<file path="config.mk">
export PLATFORM = sky130hd
export DESIGN_NAME = timer_poll_ctrl
export DESIGN_NICKNAME = d
export VERILOG_FILES = /design/src/rtl/timer_poll_ctrl.sv
export SDC_FILE = /design/constraint.sdc
export NUM_CORES = 1
export LEC_CHECK = 0
export CAP_MARGIN = 0
export CORE_MARGIN = 2
export CORE_UTILIZATION = 30
export CTS_BUF_LIST = sky130_fd_sc_hd__clkbuf_2
export CTS_CLUSTER_SIZE = 20
export DETAILED_ROUTE_END_ITERATION = 10
export HOLD_SLACK_MARGIN = 0.02
export PLACE_DENSITY = 0.71
export SLEW_MARGIN = 20
export SYNTH_ARGS = -nofsm -noshare
export SYNTH_HDL_FRONTEND = slang
export SYNTH_SLANG_ARGS = --single-unit
</file>
<file path="constraint.sdc">
create_clock -name clk -period 1.7 [get_ports clk]
set_input_delay 0.51 -clock clk [delete_from_list [all_inputs] [get_ports clk]]
set_output_delay 0.51 -clock clk [all_outputs]
set_load 0.01 [all_outputs]
</file>
<file path="src/rtl/timer_poll_ctrl.sv">
// Bus master for the timer32 slave: programs period/control, polls status continuously,
// and counts both edges of one status bit into a wrapping counter with a one-cycle pulse.
module timer_poll_ctrl #(
  parameter logic [31:0] PERIOD   = 32'h005F5E10,
  parameter logic [31:0] CTRL_ON  = 32'h00000001,
  parameter int unsigned POLL_BIT = 2,
  parameter int unsigned CNT_W    = 8
) (
  input  logic             clk,
  input  logic             reset,
  input  logic             start,
  input  logic             stop,
  output logic             busy,
  output logic [1:0]       addr,
  output logic [31:0]      din,
  output logic             wren,
  output logic             rden,
  input  logic [31:0]      dout,
  output logic             toggle_pulse,
  output logic [CNT_W-1:0] event_count
);

  localparam int unsigned IDX_W    = 5;
  localparam logic [IDX_W-1:0] POLL_IDX = IDX_W'(POLL_BIT);
  localparam logic [1:0] A_CTRL   = 2'b00;
  localparam logic [1:0] A_PERIOD = 2'b01;
  localparam logic [1:0] A_STATUS = 2'b10;

  typedef enum logic [2:0] {
    S_IDLE,
    S_WR_PERIOD,
    S_WR_CTRL,
    S_POLL,
    S_WR_STOP
  } state_t;

  state_t           r_state;
  state_t           w_state_nxt;
  logic [1:0]       r_addr;
  logic [31:0]      r_din;
  logic             r_wren;
  logic             r_rden;
  logic             r_busy;
  logic [1:0]       w_addr_nxt;
  logic [31:0]      w_din_nxt;
  logic             w_wren_nxt;
  logic             w_rden_nxt;
  logic             w_busy_nxt;

  logic             r_sample_valid;
  logic             r_have_base;
  logic             r_prev_bit;
  logic             r_toggle;
  logic [CNT_W-1:0] r_count;
  logic             w_bit;
  logic             w_start_accept;
  logic             w_unused;

  assign w_bit          = dout[POLL_IDX];
  assign w_start_accept = (r_state == S_IDLE) && start;
  assign w_unused       = ^dout;

  // Next state, and the bus drive that the next state will present; registering it keeps
  // the bus a pure function of the state register with no path from start/stop/dout.
  always_comb begin
    w_state_nxt = r_state;
    w_addr_nxt  = A_CTRL;
    w_din_nxt   = 32'h0;
    w_wren_nxt  = 1'b0;
    w_rden_nxt  = 1'b0;
    w_busy_nxt  = 1'b1;
    unique case (r_state)
      S_IDLE:      if (start) w_state_nxt = S_WR_PERIOD;
      S_WR_PERIOD: w_state_nxt = stop ? S_WR_STOP : S_WR_CTRL;
      S_WR_CTRL:   w_state_nxt = stop ? S_WR_STOP : S_POLL;
      S_POLL:      if (stop) w_state_nxt = S_WR_STOP;
      S_WR_STOP:   w_state_nxt = S_IDLE;
      default:     w_state_nxt = S_IDLE;
    endcase
    unique case (w_state_nxt)
      S_IDLE:      w_busy_nxt = 1'b0;
      S_WR_PERIOD: begin
        w_addr_nxt = A_PERIOD;
        w_din_nxt  = PERIOD;
        w_wren_nxt = 1'b1;
      end
      S_WR_CTRL: begin
        w_addr_nxt = A_CTRL;
        w_din_nxt  = CTRL_ON;
        w_wren_nxt = 1'b1;
      end
      S_POLL: begin
        w_addr_nxt = A_STATUS;
        w_rden_nxt = 1'b1;
      end
      S_WR_STOP:   w_wren_nxt = 1'b1;
      default:     w_busy_nxt = 1'b0;
    endcase
  end

  always_ff @(posedge clk or negedge reset) begin
    if (!reset) begin
      r_state <= S_IDLE;
      r_addr  <= 2'b00;
      r_din   <= 32'h0;
      r_wren  <= 1'b0;
      r_rden  <= 1'b0;
      r_busy  <= 1'b0;
    end else begin
      r_state <= w_state_nxt;
      r_addr  <= w_addr_nxt;
      r_din   <= w_din_nxt;
      r_wren  <= w_wren_nxt;
      r_rden  <= w_rden_nxt;
      r_busy  <= w_busy_nxt;
    end
  end

  // Read data returns one cycle after rden, so samples lag POLL by one cycle (incl. into WR_STOP).
  always_ff @(posedge clk or negedge reset) begin
    if (!reset) begin
      r_sample_valid <= 1'b0;
      r_have_base    <= 1'b0;
      r_prev_bit     <= 1'b0;
      r_toggle       <= 1'b0;
      r_count        <= '0;
    end else begin
      r_sample_valid <= (r_state == S_POLL);
      r_toggle       <= 1'b0;
      if (w_start_accept) begin
        r_count     <= '0;
        r_have_base <= 1'b0;
      end else if (r_sample_valid) begin
        if (!r_have_base) begin
          r_prev_bit  <= w_bit;
          r_have_base <= 1'b1;
        end else if (w_bit != r_prev_bit) begin
          r_toggle   <= 1'b1;
          r_count    <= r_count + CNT_W'(1);
          r_prev_bit <= w_bit;
        end
      end
    end
  end

  assign busy         = r_busy;
  assign addr         = r_addr;
  assign din          = r_din;
  assign wren         = r_wren;
  assign rden         = r_rden;
  assign toggle_pulse = r_toggle;
  assign event_count  = r_count;

endmodule

</file>
==> out/metrics.cfg, run 1 <==
[yosys]
yosysWarnings = 0
synth-edff-count = 0
muxShareOfSynthArea = 0.0449
yosys.area_share.simple = 0.201
synth_top_area_frac = 0.460
synth_largest_area_cell = dfrtp_1
synth_top_family_by_area = buffers and inverters
synth-xor-area-share = 0.0153
synth_compound_area_frac = 0.0394
post-synth-top-count-cell = buf_4
synthAdderAreaFrac = 0.0109
synth_seq_cells = 21
netlist_instances = 114
avgSynthCellArea_um2 = 10.0
ys_seq_area_frac = 0.460
ys_types = 30
synth-main-ff-cell = dfrtp_1
yosys-top-cells-area = dfrtp_1 (46%), buf_4 (21%), mux2i_1 (3.5%), nand2b_1 (2.7%), nand2_1 (2.3%)
synth_area_um2 = 1140
async_reset_ff_frac = 1.00
synth_common_cells = buf_4 (32), dfrtp_1 (21), nand2_1 (7)

[cts]
max-clock-path-buffers = 2
cts_htree_levels = 1
clkTransAtPathRegs_ps = 210
cts_tree = built
hold_buffers = 0
numClockSinks = 21
ctsRootBufferMaster = clkbuf_2
numCtsBuffers = 3
clk_latency_ps = 330

[sta]
hold_ws_ps = 501
fin_worst_skew_ps = 18.4
post-route-period-util = 0.972
hold_viol = 0
worst_slew_pin_slew_ps = 619
final-setup-viol-count = 0
relSlewSlack = 0.584
rsz0062_at_grt = no
period_minus_slack_ps = 1650
slew_viol_final = 0
timing.fmax_mhz = 605
finalSetupTns_ps = 0

[die]
coreArea_um2 = 3660
start_util = 0.312
ioPinCount = 82
die_h_um = 65.7
die_area_um2 = 4320
die_w_um = 65.7
placementRows = 22

[cells_and_area]
area_delta_synth_final_pct = 20.9
layout.nets = 186
antennaDiodeCount = 0
fin_util = 0.378
layout.cells.non_filler = 196
layout-drive-gt1-share = 0.243

[place]
place_congestion = 0.837
dp_hpwl_um = 1580
placed_cells = 184
portBuffers = 31

[hold_path]
hold_class = input port to async pin

[pwr]
peakVddDrop_mv = 0.728
power.density_nw_per_um2 = 1120
leakagePower_nw = 0.744

[drt]
ant_nets = 0
drc = 0
wl_per_cell_um = 11.4
viasPerCell = 4.45
routed_wl_um = 2240
drt_iter0_drc = 22
dr_total_vias = 873
firstDrtPassIters = 5

[critical_path]
end_kind = flip-flop
worst-r2r-cell-count = 3
worstSetupStartpointType = input port
critical_path_class = input port to flip-flop
rrSetupSlack_ps = 210
r2r_start = r_state[1]
critPathRequiredTime_ps = 1980
timing.rr.end = r_prev_bit
worstPathArrival_ps = 1930
crit_fanout = 9

[run_status]
run_status = complete, no violations

[global_routing]
grt_pass1_vias = 758
grt_usage = 0.108
grt_pass1_wl_um = 3570
grt.overflow.total = 0
grt_max_degree = 22
grt_antenna_before_repair = 0

[flow_run]
drv_cap = 0

power breakdown:
group	internal, W	switching [W]
Sequential	0.000605	0.0000692
Clock	0.0000622	0.000155
Combinational	0.000278	0.000382
Total	0.000946	0.000606
cells in the final DEF (no fill, tap or decap), types with 2 or more instances in the layout:
cell type / Yosys / layout
a21oi_1: 4 / 4
buf_4: 32 / 13
clkbuf_2: 0 / 16
clkdlybuf4s50_1: 0 / 4
conb_1: 1 / 19
dfrtp_1: 21 / 19
dfrtp_2: 0 / 2
dlygate4sd2_1: 0 / 15
mux2i_1: 4 / 4
nand2_1: 7 / 7
nand2b_1: 5 / 5
nand3_1: 5 / 5
nand4_1: 2 / 2
nor2_1: 5 / 5
nor3_1: 4 / 4
nor3b_1: 2 / 2
nor4_1: 2 / 2
o21ai_0: 2 / 2
o31ai_1: 2 / 2
or4_1: 2 / 2
worst max-delay path: stages:
cell and delay (ps):
clkdlybuf4s50_1 460, xnor2_1 270, or4_1 530, a21oi_1 170
layer usage:
metal	up-vias	GRT usage	share of wire
li1	404	-	-
met1	409	0.124	0.39
met2	56	0.186	0.49
met3	4	0.0411	0.11
met4	0	0.0313	0.011
met5	-	0	0
through the flow:
stage	total power (W)	instance area (µm²)	setup slack (ps)
after floorplan	0.00121	1210	191
after global placement	0.00144	1380	-289
after detailed placement	0.00147	1380	-296
after CTS	0.00162	1440	35.9
after global routing	0.00167	1380	20.1
final	0.00155	1380	48.4
worst max-delay path by stage:
| stage | startpoint | to |
|---|---|---|
| 5_1_grt | dout[2] | event_count[7] |
| 2_1_floorplan | r_state[2] | r_prev_bit |
| 6_report | dout[2] | event_count[4] |
| 3_5_place_dp | start | r_prev_bit |
| 3_3_place_gp | start | r_prev_bit |
| 4_1_cts | din[20] | din[19] |
cell type report:
class                   instances  area (µm²)
well taps                      48        60.1
inverters                       2        12.5
repair buffers                 45         334
multi-input cells              76         428
fillers                       384        2280
flip-flops and latches         21         528
clock buffers                   4        20.0
registers in the layout, indices dropped and copies added (netlist names):
signal          flops
r_have_base         1
toggle_pulse        1
r_sample_valid      1
busy                1
addr                2
din                 2
event_count         8
r_prev_bit          1
r_state             3
wren                1
repair_timing:
item | 4_1_cts | 5_1_grt
setup buffers | 8 | 0
gates resized for setup | 42 | 12
endpoints found under the setup margin | 27 | 12
cell families (layout without fill, tap and decap cells):
family / Yosys count / in the layout
flip-flops: 21 / 21
AND/OR/NAND/NOR: 41 / 41
adder cells (fa/ha/maj): 1 / 1
multiplexers: 5 / 5
buffers and inverters: 35 / 51
XOR/XNOR: 2 / 2
AO/OA/AOI/OAI: 8 / 8
other: 1 / 19
Note: power is estimated with default switching activity, not from simulation.
==> inputs of run 2 (changes only) <==
--- a/config.mk
+++ b/config.mk
@@ -5,6 +5,7 @@
 export SDC_FILE = /design/constraint.sdc
 export NUM_CORES = 1
 export LEC_CHECK = 0
+export ABC_CLOCK_PERIOD_IN_PS = 1700
 export CAP_MARGIN = 0
 export CORE_MARGIN = 2
 export CORE_UTILIZATION = 30
==> results of run 2 <==
The final DEF is identical to that of run 1; final timing and power are the same.
==> inputs of run 3 (changes only) <==
--- a/config.mk
+++ b/config.mk
@@ -12,6 +12,8 @@
 export CTS_BUF_LIST = sky130_fd_sc_hd__clkbuf_2
 export CTS_CLUSTER_SIZE = 20
 export DETAILED_ROUTE_END_ITERATION = 10
+export GPL_ROUTABILITY_DRIVEN = 0
+export GPL_TIMING_DRIVEN = 0
 export HOLD_SLACK_MARGIN = 0.02
 export PLACE_DENSITY = 0.71
 export SLEW_MARGIN = 20
==> out/metrics.cfg, run 3 (same netlist as run 1, synthesis figures left out) <==
[critical_path]
worst-r2r-cell-count = 3  ; unchanged
end_kind = output pin
worstSetupStartpointType = flip-flop
critPathRequiredTime_ps = 1190  ; -790 ps
worstPathArrival_ps = 1120  ; -810 ps
r2r_start = r_state[1]
critical_path_class = flip-flop to output pin
timing.rr.end = r_prev_bit
crit_fanout = 2  ; -7
rrSetupSlack_ps = 140  ; -70 ps

[place]
dp_hpwl_um = 1480  ; -6.5%
placed_cells = 211  ; +15%
portBuffers = 31  ; unchanged

[cells_and_area]
final_cell_mix = buf_4 (33), conb_1 (19), buf_6 (19), dfrtp_1 (19), dlygate4sd2_1 (14)
layout_commonest_cell = buf_4
layout-drive-gt1-share = 0.375  ; +0.132
fillers = 374  ; -2.6%
multi_input_area_um2 = 442  ; +3.2%
largest_reg_flops = 8  ; unchanged
layout.cells.non_filler = 224  ; +14%
antennaDiodeCount = 0  ; unchanged
layout.nets = 214  ; +15%
sequential_cell_area_um2 = 528  ; unchanged
area_delta_synth_final_pct = 49.2

[cts]
numClockSinks = 21  ; unchanged
hold_buffers = 0  ; unchanged
ctsRootBufferMaster = clkbuf_2
cts_tree = built
cts_htree_levels = 1  ; unchanged
clkTransAtPathRegs_ps = 240  ; +30 ps
max-clock-path-buffers = 2  ; unchanged
numCtsBuffers = 3  ; unchanged
clk_latency_ps = 340  ; about the same

[global_routing]
grt_pass1_wl_um = 3580  ; +0.20%
grt_pass1_vias = 826  ; +9.0%
grt_max_degree = 22  ; unchanged
grt_antenna_before_repair = 0  ; unchanged
grt.overflow.total = 0  ; unchanged
grt_usage = 0.106  ; -0.00185

[sta]
rsz0062_at_grt = yes
slew_viol_final = 0  ; unchanged
worst_slew_pin_slew_ps = 917  ; +298 ps
fin_worst_skew_ps = 42.7  ; +24.3 ps
post-route-period-util = 0.961  ; -0.0103
hold_viol = 0  ; unchanged
final-setup-viol-count = 0  ; unchanged
timing.fmax_mhz = 612  ; +1.1%
relSlewSlack = 0.386  ; -0.198
period_minus_slack_ps = 1630  ; -17.5 ps
finalSetupTns_ps = 0  ; unchanged

[die]
die_h_um = 65.7  ; unchanged
die_w_um = 65.7  ; unchanged
placementRows = 22  ; unchanged
ioPinCount = 82  ; unchanged
die_area_um2 = 4320  ; unchanged
coreArea_um2 = 3660  ; unchanged
start_util = 0.312  ; unchanged

[drt]
routed_wl_um = 2160  ; -3.8%
wl_per_cell_um = 9.62  ; -16%
dr_total_vias = 911  ; +4.4%
drc = 0  ; unchanged
drt_iter0_drc = 5  ; -77%
firstDrtPassIters = 4  ; -1
viasPerCell = 4.07  ; -8.7%
ant_nets = 0  ; unchanged

[hold_path]
hold_class = flip-flop to flip-flop
min_to = r_state[1]
hold_depth = 2
min_from = r_state[2]

[pwr]
power.density_nw_per_um2 = 1120  ; +0.12%
leakagePower_nw = 0.924  ; +24%
peakVddDrop_mv = 0.500  ; -31%

[run_status]
run_status = complete, no violations

[flow_run]
drv_cap = 0  ; unchanged

==> run 3: changes by cell type in the layout (fill, tap and decap cells not counted) <==
cell             before  now
nor4_1                2    1
dlygate4sd2_1        15   14
nor4_2                0    1
clkdlybuf4s15_1       0    1
xnor2_2               0    1
clkinv_2              0    1
clkbuf_2             16    4
xnor2_1               1    0
buf_6                 0   19
buf_4                13   33
==> run 3: stage by stage <==
stage | total power [W] | setup slack (ps) | area (µm²) | util | hold slack (ps)
2_1_floorplan | 0.00121 | 191 | 1210 | - | 214
3_3_place_gp | 0.00160 | -335 | 1580 | 0.432 | 516
3_5_place_dp | 0.00161 | -327 | 1580 | 0.432 | 527
4_1_cts | 0.00172 | 4.48 | 1600 | 0.437 | 567
5_1_grt | 0.00205 | -13.5 | 1710 | 0.466 | 603
6_report | 0.00192 | 65.9 | 1710 | 0.466 | 547
==> run 3: per-layer routing <==
layer  routed length (µm)  part of all wire  global-route usage
met1                  939              0.44               0.131
met2                  977              0.45               0.174
met3                  225              0.10              0.0308
met4                   12            0.0056              0.0391
met5                    0                 0                   0
==> run 3: how the worst max path moves through the flow <==
| stage | endpoint | start | slack (ps) |
|---|---|---|---|
| after floorplan | r_prev_bit | r_state[2] | 190 |
| after global placement | r_prev_bit | start | -340 |
| after detailed placement | r_prev_bit | start | -330 |
| after CTS | addr[1] | addr[1] | 4 |
| after global routing | din[12] | din[20] | -10 |
| final | addr[1] | addr[1] | 70 |
==> run 3: power breakdown <==
part | internal (W) | switching, W | total [W] | leakage (nW)
Combinational | 0.000586 | 0.000440 | 0.00103 | 0.631
Clock | 0.0000532 | 0.000161 | 0.000214 | 0.0164
Sequential | 0.000605 | 0.0000721 | 0.000677 | 0.277
==> run 3: layout make-up <==
type | instances | area share
plain buffers | 33 | 0.157
clock buffers | 3 | 0.00880
clock inverters | 1 | 0.00293
inverters | 2 | 0.00733
multi-input cells | 76 | 0.259
flip-flops and latches | 21 | 0.309
well taps | 48 | 0.0352
repair buffers | 40 | 0.221
==> run 3: critical path, cell delays in order (launching register included) <==
cell             delay [ps]
dfrtp_1                 440
buf_4                   130
clkdlybuf4s15_1         220
==> run 3: what timing repair did <==
action / in CTS / in global routing
gates cloned: 0 / 0
pin swaps: 0 / 0
gates resized for setup: 62 / 24
buffers inserted: 9 / 0
setup endpoints to repair: 27 / 14
